==> src/rtl/phy_rx_pkg.sv <==
// Shared constants, state encoding and frame payload type for the serial receive stage.
package phy_rx_pkg;

    localparam logic [7:0]  COMMA           = 8'hBC;
    localparam logic [7:0]  MARK            = 8'h7C;
    localparam int unsigned FRAME_LEN       = 32;
    localparam int unsigned CNT_W           = $clog2(FRAME_LEN);
    localparam int unsigned GOOD_W          = 3;
    localparam int unsigned LOCK_FRAMES_DEF = 2;

    localparam logic [1:0] HUNT   = 2'd0;
    localparam logic [1:0] CHECK  = 2'd1;
    localparam logic [1:0] LOCKED = 2'd2;

    typedef struct packed {
        logic [7:0] lane0;
        logic [7:0] lane1;
        logic [7:0] lane2;
        logic [7:0] lane3;
    } frame_t;

    // Reserved symbols never carry data.
    function automatic logic is_data(input logic [7:0] b);
        return (b != COMMA) && (b != MARK);
    endfunction

endpackage

==> src/rtl/phy_rx_if.sv <==
// Serial input and recovered lane outputs of the receive stage.
interface phy_rx_if;
    logic       entrada_rx;
    logic [7:0] out0;
    logic [7:0] out1;
    logic [7:0] out2;
    logic [7:0] out3;
    logic       valid_out0;
    logic       valid_out1;
    logic       valid_out2;
    logic       valid_out3;
    logic       IDLE_out;
    logic       active;

    modport master (
        output entrada_rx,
        input  out0, out1, out2, out3,
        input  valid_out0, valid_out1, valid_out2, valid_out3,
        input  IDLE_out, active
    );

    modport slave (
        input  entrada_rx,
        output out0, out1, out2, out3,
        output valid_out0, valid_out1, valid_out2, valid_out3,
        output IDLE_out, active
    );
endinterface

==> src/rtl/rx_sync_fsm.sv <==
// Byte/lane alignment: hunts for MARK, confirms frame spacing, then tracks byte boundaries.
module rx_sync_fsm
    import phy_rx_pkg::*;
#(
    parameter int unsigned LOCK_FRAMES = LOCK_FRAMES_DEF
) (
    input  logic       clk_32f,
    input  logic       rst,
    input  logic       entrada_rx,
    output logic [7:0] byte_c,
    output logic       byte_done_c,
    output logic [1:0] lane_c,
    output logic       lock_next_c,
    output logic       active
);

    logic [7:0]        sr_q, sr_d;
    logic [CNT_W-1:0]  cnt_q, cnt_d;
    logic [GOOD_W-1:0] good_q, good_d;
    logic [1:0]        state_q, state_d;
    logic              active_q, active_d;

    // Counter restarts after the MARK's last bit, so lane0 completes at the wrap.
    always_comb begin
        byte_c      = {sr_q[6:0], entrada_rx};
        sr_d        = byte_c;
        cnt_d       = cnt_q + CNT_W'(1);
        good_d      = good_q;
        state_d     = state_q;
        byte_done_c = (state_q != HUNT) && (cnt_q[2:0] == 3'd7);
        lane_c      = cnt_q[CNT_W-1 -: 2] + 2'd1;

        case (state_q)
            HUNT: begin
                if (byte_c == MARK) begin
                    cnt_d   = '0;
                    good_d  = GOOD_W'(1);
                    state_d = (LOCK_FRAMES <= 1) ? LOCKED : CHECK;
                end
            end
            CHECK: begin
                if (cnt_q == CNT_W'(FRAME_LEN - 1)) begin
                    if (byte_c == MARK) begin
                        good_d = good_q + GOOD_W'(1);
                        if (good_d == GOOD_W'(LOCK_FRAMES)) state_d = LOCKED;
                    end else begin
                        state_d = HUNT;
                    end
                end
            end
            LOCKED: begin
                if (byte_done_c && (lane_c != 2'd0) && (byte_c == MARK)) state_d = HUNT;
            end
            default: state_d = HUNT;
        endcase

        lock_next_c = (state_d == LOCKED);
        active_d    = lock_next_c;
    end

    always_ff @(posedge clk_32f or posedge rst) begin
        if (rst) begin
            sr_q     <= '0;
            cnt_q    <= '0;
            good_q   <= '0;
            state_q  <= HUNT;
            active_q <= 1'b0;
        end else begin
            sr_q     <= sr_d;
            cnt_q    <= cnt_d;
            good_q   <= good_d;
            state_q  <= state_d;
            active_q <= active_d;
        end
    end

    assign active = active_q;

endmodule

==> src/rtl/phy_rx.sv <==
// Serial receiver top: lane staging, frame-wide output load and valid/idle decode.
module phy_rx
    import phy_rx_pkg::*;
#(
    parameter int unsigned LOCK_FRAMES = LOCK_FRAMES_DEF
) (
    input  logic     clk_32f,
    input  logic     rst,
    phy_rx_if.slave  bus
);

    logic [7:0] byte_c;
    logic       byte_done_c;
    logic [1:0] lane_c;
    logic       lock_next_c;
    logic       fsm_active;

    logic [2:0][7:0] stage_q, stage_d;
    frame_t          out_q, out_d;
    frame_t          frame_c;
    logic [3:0]      valid_q, valid_d;
    logic            idle_q, idle_d;
    logic            upd_c;

    rx_sync_fsm #(.LOCK_FRAMES(LOCK_FRAMES)) u_sync (
        .clk_32f     (clk_32f),
        .rst         (rst),
        .entrada_rx  (bus.entrada_rx),
        .byte_c      (byte_c),
        .byte_done_c (byte_done_c),
        .lane_c      (lane_c),
        .lock_next_c (lock_next_c),
        .active      (fsm_active)
    );

    // Lanes 0..2 are staged; lane3 is taken straight from the completing byte.
    always_comb begin
        stage_d = stage_q;
        out_d   = out_q;
        valid_d = valid_q;
        idle_d  = idle_q;
        frame_c = {stage_q[0], stage_q[1], stage_q[2], byte_c};
        upd_c   = byte_done_c && (lane_c == 2'd3) && lock_next_c;

        if (byte_done_c) begin
            case (lane_c)
                2'd0:    stage_d[0] = byte_c;
                2'd1:    stage_d[1] = byte_c;
                2'd2:    stage_d[2] = byte_c;
                default: ;
            endcase
        end

        if (!lock_next_c) begin
            valid_d = '0;
            idle_d  = 1'b0;
        end else if (upd_c) begin
            out_d      = frame_c;
            valid_d[0] = is_data(frame_c.lane0);
            valid_d[1] = is_data(frame_c.lane1);
            valid_d[2] = is_data(frame_c.lane2);
            valid_d[3] = is_data(frame_c.lane3);
            idle_d     = (frame_c.lane0 == MARK);
        end
    end

    always_ff @(posedge clk_32f or posedge rst) begin
        if (rst) begin
            stage_q <= '0;
            out_q   <= '0;
            valid_q <= '0;
            idle_q  <= 1'b0;
        end else begin
            stage_q <= stage_d;
            out_q   <= out_d;
            valid_q <= valid_d;
            idle_q  <= idle_d;
        end
    end

    assign bus.out0       = out_q.lane0;
    assign bus.out1       = out_q.lane1;
    assign bus.out2       = out_q.lane2;
    assign bus.out3       = out_q.lane3;
    assign bus.valid_out0 = valid_q[0];
    assign bus.valid_out1 = valid_q[1];
    assign bus.valid_out2 = valid_q[2];
    assign bus.valid_out3 = valid_q[3];
    assign bus.IDLE_out   = idle_q;
    assign bus.active     = fsm_active;

endmodule
==> src/flat_wrapper.sv <==
// flat-port wrapper written by rule: the top's interface ports become plain ports
module phy_rx_flat import phy_rx_pkg::*;
#(
    parameter int unsigned LOCK_FRAMES = LOCK_FRAMES_DEF
)
  (clk_32f, rst, bus_entrada_rx, bus_out0, bus_out1, bus_out2, bus_out3, bus_valid_out0, bus_valid_out1, bus_valid_out2, bus_valid_out3, bus_IDLE_out, bus_active);
  phy_rx_if bus_i ();
  input  logic clk_32f;
  input  logic rst;
  input wire logic [$bits(bus_i.entrada_rx)-1:0] bus_entrada_rx;
  output wire logic [$bits(bus_i.out0)-1:0] bus_out0;
  output wire logic [$bits(bus_i.out1)-1:0] bus_out1;
  output wire logic [$bits(bus_i.out2)-1:0] bus_out2;
  output wire logic [$bits(bus_i.out3)-1:0] bus_out3;
  output wire logic [$bits(bus_i.valid_out0)-1:0] bus_valid_out0;
  output wire logic [$bits(bus_i.valid_out1)-1:0] bus_valid_out1;
  output wire logic [$bits(bus_i.valid_out2)-1:0] bus_valid_out2;
  output wire logic [$bits(bus_i.valid_out3)-1:0] bus_valid_out3;
  output wire logic [$bits(bus_i.IDLE_out)-1:0] bus_IDLE_out;
  output wire logic [$bits(bus_i.active)-1:0] bus_active;
  assign bus_i.entrada_rx = bus_entrada_rx;
  assign bus_out0 = bus_i.out0;
  assign bus_out1 = bus_i.out1;
  assign bus_out2 = bus_i.out2;
  assign bus_out3 = bus_i.out3;
  assign bus_valid_out0 = bus_i.valid_out0;
  assign bus_valid_out1 = bus_i.valid_out1;
  assign bus_valid_out2 = bus_i.valid_out2;
  assign bus_valid_out3 = bus_i.valid_out3;
  assign bus_IDLE_out = bus_i.IDLE_out;
  assign bus_active = bus_i.active;
  phy_rx #(.LOCK_FRAMES(LOCK_FRAMES)) u_core (.clk_32f(clk_32f), .rst(rst), .bus(bus_i));
endmodule
==> config.mk <==
export PLATFORM = sky130hd
export DESIGN_NAME = phy_rx_flat
export DESIGN_NICKNAME = d
export VERILOG_FILES = /design/src/rtl/phy_rx_pkg.sv /design/src/rtl/phy_rx_if.sv /design/src/rtl/rx_sync_fsm.sv /design/src/rtl/phy_rx.sv /design/src/flat_wrapper.sv
export SDC_FILE = /design/constraint.sdc
export NUM_CORES = 1
export LEC_CHECK = 0
export BUFFER_PORTS_ARGS = -buffer_cell sky130_fd_sc_hd__buf_2
export CAP_MARGIN = 20
export CORE_ASPECT_RATIO = 2
export CORE_MARGIN = 2
export CORE_UTILIZATION = 50
export DETAILED_ROUTE_END_ITERATION = 12
export MAX_ROUTING_LAYER = met4
export PLACE_DENSITY = 0.7
export SLEW_MARGIN = 10
export SYNTH_ARGS = -nofsm -noshare
export SYNTH_HDL_FRONTEND = slang
export SYNTH_SLANG_ARGS = --single-unit
==> constraint.sdc <==
create_clock -name clk_32f -period 4.47 [get_ports clk_32f]
set_input_delay 0 -clock clk_32f [delete_from_list [all_inputs] [get_ports clk_32f]]
set_output_delay 0 -clock clk_32f [all_outputs]
set_load 0.1 [all_outputs]
---- After elaboration in Yosys (flattened, before gate mapping) ----
Cells that the tools add are included.
cells by class
  $add $sub $neg .......................... 3
  equal/unequal tests ..................... 23
  multiplexer cells ....................... 16
  reductions and logical operators ........ 19
operators by type and width
  operator               number
  $ne A8 B7 Y1 const B   4
  $ne A8 B8 Y1 const B   4
  $eq A8 B7 Y1 const B   2
  $mux W2                5
  $mux W5                2
  $logic_and A1 B1 Y1    9
  $mux W3                3
  $eq A2 B2 Y1 const B   4
  $mux W4                2
  $ne A2 B2 Y1 const B   4
  $reduce_and A2 Y1      4
  $pmux W2 S3            1
  $pmux W3 S2            1
  $reduce_bool A2 Y1     3
  $add A5 B1 Y5 const B  1
  $eq A5 B5 Y1 const B   1
  $eq A2 B1 Y1 const B   2
  $logic_not A2 Y1       2
  $reduce_and A4 Y1      1
  $add A3 B1 Y3 const B  1
  $eq A3 B2 Y1 const B   1
  $eq A3 B3 Y1 const B   1
  $add A2 B1 Y2 const B  1
  $mux W1                2
storage, ports and cells
  register bits ........................... 79
  input port bits ......................... 3

---- Longest topological paths before layout ----
Gate-level depths: netlist of run 1.
  word-level depth ........................ 10
  gate-level depth with buffers ........... 8
  mapped depth without buffers ............ 7

---- Cells and area by module ----
A second synthesis of run 1 with hierarchy kept.
second synthesis, totals
  cell total of the unflattened synthesis .. 223
  area, all modules ....................... 3,296.9 µm²
by module, submodules not included
  module       instances  cells an instance  area an instance (µm²)  sequential area each (µm²)
  phy_rx       1          152                2,459.9                 1,526.5
  rx_sync_fsm  1          71                 837.1                   450.4

---- Least setup slack after synthesis of run 1 ----
No wires, ideal clock.
  path type ............................... flip-flop to flip-flop
  start point ............................. reg u_core.u_sync.cnt_q[0]
  end point ............................... reg u_core.out_q, in the netlist u_core.bus.out0[0]
  data arrival time ....................... 1.946 ns
  required time ........................... 4.345 ns
  setup slack ............................. 2.399 ns
  cell stages (with the launch flop) ...... 9
  path buffers ............................ 1
  clock period less this slack ............ 2.071 ns
  path through ............................ dfrtp_1 ha_1 and3_1 ha_1 nand2b_1 o31ai_2 nand4b_4 buf_6 mux2_4
between the ends
  cells in the longest elaborated chain, start to end .. 9
RTL lines
  item                                    RTL line           RTL
  from (decl)                             rx_sync_fsm.sv:18  logic [CNT_W-1:0] cnt_q, cnt_d;
  from (signal assigned)                  rx_sync_fsm.sv:70  cnt_q <= cnt_d;
  $eq A3 B3 Y1                            rx_sync_fsm.sv:30  byte_done_c = (state_q != HUNT) && (cnt_q[2:0] == 3'd7);
  $logic_and A1 B1 Y1                     rx_sync_fsm.sv:30
  $logic_and A1 B1 Y1 (2 in a row)        rx_sync_fsm.sv:52  if (byte_done_c && (lane_c != 2'd0) && (byte_c == MARK)) state_d = HUNT;
  $mux W2                                 rx_sync_fsm.sv:52
  $pmux W2 S3                             rx_sync_fsm.sv:33  case (state_q)
  $eq A2 B2 Y1                            rx_sync_fsm.sv:57  lock_next_c = (state_d == LOCKED);
  $logic_and A1 B1 Y1                     phy_rx.sv:43       upd_c = byte_done_c && (lane_c == 2'd3) && lock_next_c;
  $reduce_and A2 Y1 (no source line) (*)  n/a
  to (signal assigned)                    phy_rx.sv:75       out_q <= out_d;
  to (decl)                               phy_rx.sv:19       frame_t out_q, out_d;
Mark *: on every way between the ends. The rest lies on a longest branch, timed or not.
A chain may end at the register's enable or synchronous reset.

---- Worst setup path in the final report of run 1 ----
  start point ............................. reg u_core.u_sync.cnt_q[0]
  end point ............................... reg u_core.out_q, in the netlist u_core.bus.out2[4]
Same word-level chain as after synthesis.

==> flow_summary_export.csv, run 1 <==
group,metric,value,unit
timing,setup_viol,0,
logic_synthesis,synthesis.area,3320,µm²
floorplanning,dieArea,7340,µm²
clock_network,cts_resized,0,
global_routing,grtUsageTotal,18.8,%
place,io_buffers,40,
global_routing,grt-ovfl-total,0,
worst_setup_path,criticalPathCategory,"reg2reg",
logic_synthesis,yosysSeqAreaShare,59.6,%
clock_network,cts_root_buf,"clkbuf_16",
clock_network,tritoncts,"yes",
worst_setup_path,r2r_slack,1.52,ns
finish,fillers,541,
detailed_routing,vias,1902,
worst_setup_path,end_kind,"register",
floorplanning,dieHeight,119,µm
logic_synthesis,synth_nets,227,
hold_path,hold_class,"in2async",
floorplanning,start_util,50.9,%
finish,area_delta_synth_final,18.6,%
timing,fmax,0.339,GHz
detailed_routing,drt-total-wl,5.91,mm
finish,final_common_cell,"dfrtp_1",
finish,drive_gt1_share,46.0,%
place,placedCellCount,343,
global_routing,first_global_vias,2016,
worst_setup_path,critPathLaunchType,"register",
timing,drv_slew,0,
worst_setup_path,arrival,3.16,ns
clock_network,postCtsSetupBuffers,0,
clock_network,cts_sinks,79,
detailed_routing,vias_per_cell,5.28,
timing,report.final.hold_viol_count,0,
global_routing,antenna_found_initial,0,
finish,seq_area,1980,µm²
detailed_routing,drc,0,
logic_synthesis,synthCells,219,
floorplanning,core,6520,µm²
timing,relSlewSlack,44.8,%
timing,fin_skew,0.00674,ns
pwr,power,2470,µW
logic_synthesis,yosys_most_used_dff,"dfrtp_1",
logic_synthesis,synthArstFlopShare,100,%
pwr,powerDensity,627,nW/µm²
finish,n_antenna_cell,0,
floorplanning,row_count,42,
global_routing,grt_first_pass_wirelength,9.98,mm
floorplanning,pin_count,41,
floorplanning,die_x,61.6,µm
finish,multi_input_area,1270,µm²
logic_synthesis,avgSynthCellArea,15.1,µm²
worst_setup_path,required,4.68,ns
clock_network,clk_latency,0.33,ns
pwr,leakage,0.00202,µW
timing,post-route-min-period,2.95,ns
logic_synthesis,yosysWarnings,0,
global_routing,grt_max_degree,64,
clock_network,htree_levels,3,
finish,stdcell_count,360,
pwr,ir_drop,0.000348,V
place,gp_congestion,0.762,
timing,worst_slew_pin_slew,0.827,ns
place,hpwl,3.94,mm
timing,tns,0,ns
logic_synthesis,synth_edf_count,0,
status,status,"complete, no violations",
clock_network,cts_made_buffers,9,
clock_network,clk_pin_slew,0.06,ns
logic_synthesis,ys_types,37,
worst_setup_path,critPathMaxFanout,32,
detailed_routing,routedWlPerCell,16.4,µm
clock_network,cts_buffer_depth,2,
timing,grt_setup_unrepaired,"no",
detailed_routing,firstDrtPassIters,4,
detailed_routing,ant_nets,0,
finish,final_cell_mix,"dfrtp_1, buf_2, mux2_4",
timing,period_share,66.0,%
finish,nNetsFinal,276,
logic_synthesis,ys_ff_latch,79,
detailed_routing,first_iter_violations,89,
run,maxCapViolCount,0,
-- cell usage after synthesis (3+ instances only) --
library cell,n,area share (%)
or2_2,5,0.94
mux2_4,30,14
dfrtp_1,79,60
and2_1,4,0.75
inv_1,7,0.79
xor2_1,5,1.3
nand2b_1,3,0.57
nand4_1,3,0.57
mux2_2,26,8.8
nand2_1,7,0.79
a311oi_1,3,0.79
nor2_1,7,0.79
ha_1,5,1.9
buf_6,3,1.0
-- registers in the layout, summed over array words and instances, names as in the netlist --
| signal | count |
|---|---|
| u_core.bus.IDLE_out | 1 |
| u_core.bus.out0 | 8 |
| u_core.bus.out1 | 8 |
| u_core.bus.out2 | 8 |
| u_core.bus.out3 | 8 |
| u_core.frame_c | 24 |
| u_core.u_sync.active | 1 |
| u_core.u_sync.cnt_q | 5 |
| u_core.u_sync.good_q | 3 |
| u_core.u_sync.sr_q | 7 |
| u_core.u_sync.state_q | 2 |
| u_core.valid_q | 4 |
-- timing repair --
action,CTS,global route
setup endpoints to repair,0,0
hold buffers,2,0
endpoints found under the hold margin,17,0
-- power breakdown --
group	leakage [µW]	internal [µW]	switching, µW	total [µW]
Combinational	0.000838	192	503	695
Clock	0.000155	501	271	772
Sequential	0.00103	869	130	999
Total	0.00202	1560	904	2470
-- worst max-delay path, cell delays in order (launching register included) --
cell      delay, ns
dfrtp_1        0.37
ha_1           0.18
ha_1           0.18
o21ai_2        0.09
nor3b_2        0.66
nand4b_4       0.78
mux2_4         0.55
-- per-stage QoR --
| stage | hold WS [ns] | setup slack [ns] | area, µm² | util [%] |
|---|---|---|---|---|
| 3_3_place_gp | -0.0205 | 1.61 | 3590 | 55.1 |
| 5_1_grt | 0.212 | 1.29 | 3930 | 60.3 |
| 6_report | 0.172 | 1.52 | 3930 | 60.3 |
| 2_1_floorplan | 0.0314 | 2.40 | 3320 | - |
| 3_5_place_dp | -0.0144 | 1.51 | 3590 | 55.1 |
| 4_1_cts | 0.180 | 1.49 | 3930 | 60.3 |
-- worst paths after layout --
path	startpoint	end	depth (start not counted)
setup / recovery	u_core.u_sync.cnt_q[0]	u_core.bus.out2[4]	6
hold / removal	rst	u_core.bus.out2[3]	3
setup reg to reg	u_core.u_sync.cnt_q[0]	u_core.bus.out2[4]	6
hold reg to reg	u_core.u_sync.cnt_q[0]	u_core.u_sync.cnt_q[0]	1
max in group asynchronous	rst	u_core.u_sync.state_q[0]	4
min in group clk_32f	bus_entrada_rx	u_core.u_sync.sr_q[0]	2
-- kinds of logic (layout without fill, tap and decap cells) --
logic type / Yosys count / count (layout) / share of synthesized area (%)
AOI/OAI and AO/OA: 15 / 15 / 3.40
xor gates and xnor gates: 6 / 6 / 1.58
adders and majority gates: 5 / 5 / 1.89
buffers and inverters: 12 / 65 / 2.08
DFF: 79 / 79 / 59.6
muxes: 56 / 56 / 22.4
and+or+nand+nor: 46 / 46 / 9.02
-- per-layer routing --
metal  vias up  wire, µm  track usage (%)
li1        876         -                -
met1       972      2630             25.1
met2        44      2950             27.7
met3        10       212             4.45
met4         0       115             7.18
met5         -         0                -
-- final cells by class --
| type | count | share of cell area, % |
|---|---|---|
| clock inverters | 5 | 2.07 |
| flip-flops and latches | 79 | 50.3 |
| clock buffers | 10 | 6.08 |
| well taps | 88 | 2.80 |
| repair buffers | 43 | 5.79 |
| multi-input cells | 128 | 32.3 |
| inverters | 7 | 0.668 |
(Power assumes the default switching activity.)
==> inputs of run 2 (changes only) <==
ABC_AREA = 1   (was unset)
PLACE_DENSITY = 0.73   (was 0.7)
clock period = 2.7 ns   (was 4.47 ns; I/O delays follow)
==> run 2 against run 1 <==
Combinational power decreased by 46%. Routed wire length grew 19%. Clock power is 45% higher. Register-to-register slack worse by 0.96 ns. Final area about the same. Total power rose by 19%. Clock skew down 0.0032 ns. Core utilization decreased by 0.44 points. Clock-buffer cell count increased by 3. Area after synthesis up 2.1%. Largest cell class unchanged.
==> flow_summary_export.csv, run 2 <==
group,metric,value,unit
pwr,pwr-share-clk,38.2,%
pwr,combPwrFrac,12.6,%
place,hpwl,5.01,mm
floorplanning,pin_count,41,
logic_synthesis,synth_compound_area_share,4.84,%
clock_network,tritoncts,"yes",
logic_synthesis,synth-simple-area-share,27.4,%
timing,grt_setup_unrepaired,"no",
worst_setup_path,critPathLaunchType,"register",
hold_path,min-delay-start,"bus_entrada_rx",
clock_network,clk_pin_slew,0.06,ns
timing,post-route-min-period,2.14,ns
clock_network,htree_levels,3,
global_routing,antenna_found_initial,0,
finish,nNetsFinal,416,
hold_path,hold_class,"in2reg",
finish,fillers,595,
floorplanning,start_util,51.5,%
clock_network,cts_buffer_depth,2,
detailed_routing,first_iter_violations,125,
pwr,leakage,0.00216,µW
worst_setup_path,criticalPathCategory,"reg2reg",
run,maxCapViolCount,0,
place,dp_slack,0.543,ns
worst_setup_path,rr_endpoint,"u_core.bus.out3[6]",
global_routing,grt_first_pass_wirelength,11.7,mm
global_routing,first_global_vias,2541,
timing,worst_slew_pin_slew,0.832,ns
clock_network,cts_root_buf,"clkbuf_16",
floorplanning,dieHeight,120,µm
detailed_routing,vias,2606,
pwr,ir_drop,0.000505,V
detailed_routing,routedWlPerCell,14.1,µm
finish,final_cell_mix,"nand2_1, dfrtp_1, nand4_1",
logic_synthesis,yosysSeqAreaShare,58.4,%
floorplanning,core,6570,µm²
finish,final_common_cell,"nand2_1",
pwr,seqPwrFrac,49.2,%
hold_path,hold_path_end,"u_core.u_sync.sr_q[0]",
timing,relSlewSlack,44.4,%
pwr,internal_power,2120,µW
finish,seq_area,1980,µm²
clock_network,cts_resized,0,
place,io_buffers,40,
finish,multi_input_area,1190,µm²
finish,largest_reg_flops,24,
logic_synthesis,yosys_most_used_dff,"dfrtp_1",
status,status,"complete, no violations",
timing,period_share,79.3,%
worst_setup_path,critical-path-slowest-cell,"dfrtp_1",
worst_setup_path,cpPeakStageDelay,0.40,ns
detailed_routing,vias_per_cell,5.20,
timing,drv_slew,0,
timing,fmax,0.467,GHz
logic_synthesis,synth_edf_count,0,
worst_setup_path,arrival,2.37,ns
logic_synthesis,synthArstFlopShare,100,%
logic_synthesis,synth_commonest_cells,"nand2_1, dfrtp_1, nand4_1, inv_1, o21ai_0",
hold_path,min_path_cells,2,
timing,report.final.hold_viol_count,0,
worst_setup_path,worstRegToRegCells,9,
detailed_routing,ant_nets,0,
worst_setup_path,worstPathCellList,"ha_1, and3_1, ha_1, nand2_1, nand2_1, nand2_4, nand3_4, nand2_1, nand2_1",
logic_synthesis,yosysWarnings,0,
global_routing,grtUsageTotal,21.2,%
clock_network,cts_sinks,79,
worst_setup_path,r2r_start,"u_core.u_sync.cnt_q[0]",
floorplanning,die_x,62.2,µm
finish,n_antenna_cell,0,
logic_synthesis,synth_nets,376,
pwr,switchingPower,818,µW
worst_setup_path,r2r_slack,0.56,ns
logic_synthesis,avgSynthCellArea,9.20,µm²
detailed_routing,firstDrtPassIters,4,
finish,area_delta_synth_final,16.2,%
logic_synthesis,synth_top_family_by_area,"simple AND/OR/NAND/NOR gates",
detailed_routing,drc,0,
logic_synthesis,synth-xor-area-share,0.259,%
worst_setup_path,required,2.92,ns
floorplanning,dieArea,7490,µm²
global_routing,grt_max_degree,42,
clock_network,clk_latency,0.34,ns
worst_setup_path,critPathMaxFanout,32,
timing,setup_viol,0,
detailed_routing,drt-total-wl,7.04,mm
logic_synthesis,synth_top_cell_by_area,"dfrtp_1",
finish,drive_gt1_share,16.0,%
logic_synthesis,ys_types,26,
pwr,p_sw_share,27.8,%
floorplanning,row_count,42,
logic_synthesis,synthesis.area,3390,µm²
clock_network,postCtsSetupBuffers,0,
timing,tns,0,ns
timing,setup_slack,0.560,ns
clock_network,hold_buffers,2,
place,gp_congestion,0.853,
logic_synthesis,synth_top_area_share,58.4,%
clock_network,cts_made_buffers,9,
timing,fin_skew,0.00354,ns
logic_synthesis,synthCells,368,
pwr,powerDensity,748,nW/µm²
logic_synthesis,synth_area_leaders,"dfrtp_1, nand2_1, nand4_1",
logic_synthesis,synthMuxAreaShare,0.665,%
logic_synthesis,yosysMostFrequentCell,"nand2_1",
worst_setup_path,end_kind,"register",
timing,hold_ws,0.352,ns
logic_synthesis,ys_ff_latch,79,
logic_synthesis,synthAdderAreaFrac,1.85,%
global_routing,grt-ovfl-total,0,
worst_setup_path,cpMostUsedCell,"nand2_1",
run 2: cell type report:
| type | instances | share of cell area, % |
|---|---|---|
| Sequential cell | 79 | 50.3 |
| Multi-Input combinational cell | 241 | 30.2 |
| Timing Repair Buffer | 47 | 6.87 |
| Clock buffer | 13 | 6.62 |
| Inverter | 30 | 2.86 |
| Tap cell | 88 | 2.80 |
| Clock inverter | 3 | 0.445 |
run 2: cell families after synthesis:
| group | count (synthesis) |
|---|---|
| xor+xnor | 1 |
| fa+ha+maj | 5 |
| simple gates | 203 |
| compound gates | 31 |
| mux | 1 |
| flops | 79 |
| buf+inv | 48 |
run 2: power groups by stage:
| stage | clock network, µW | registers, µW | logic (µW) |
|---|---|---|---|
| 2_1_floorplan | 0 | 1430 | 312 |
| 3_3_place_gp | 0 | 1460 | 364 |
| 3_5_place_dp | 0 | 1470 | 374 |
| 4_1_cts | 1150 | 1440 | 379 |
| 5_1_grt | 1200 | 1470 | 440 |
| 6_report | 1120 | 1450 | 372 |
run 2: metal layers:
metal / wire, µm / up-vias / track usage [%]
met2: 3890 / 54 / 36.5
li1: - / 1294 / -
met4: 282 / 0 / 13.1
met3: 242 / 20 / 5.02
met1: 2630 / 1238 / 21.7
met5: 0 / - / -
run 2: stage by stage:
step | total power, µW | instances | utilization (%) | cell area, µm²
floorplan | 1740 | 368 | - | 3390
global placement | 1820 | 483 | 55.4 | 3640
detailed placement | 1840 | 483 | 55.4 | 3640
CTS | 2970 | 501 | 59.9 | 3930
global route | 3100 | 501 | 59.9 | 3930
finish | 2940 | 501 | 59.9 | 3930
run 2: critical path, delay by kind of cell (launching register included):
kind	cells	cell delay, ns
adders and majority gates	2	0.43
and+or+nand+nor	7	1.18
DFF	1	0.40
run 2: how the worst max path moves through the flow:
stage	from	to	slack (ns)	depth (start not counted)
floorplan	rst	u_core.bus.IDLE_out	0.68	1
global placement	u_core.u_sync.cnt_q[0]	u_core.bus.out1[0]	0.60	9
detailed placement	u_core.u_sync.cnt_q[0]	u_core.bus.out2[2]	0.54	9
CTS	u_core.u_sync.cnt_q[0]	u_core.bus.out1[0]	0.54	9
global route	u_core.u_sync.cnt_q[0]	u_core.bus.out3[7]	0.34	9
finish	u_core.u_sync.cnt_q[0]	u_core.bus.out3[6]	0.56	9
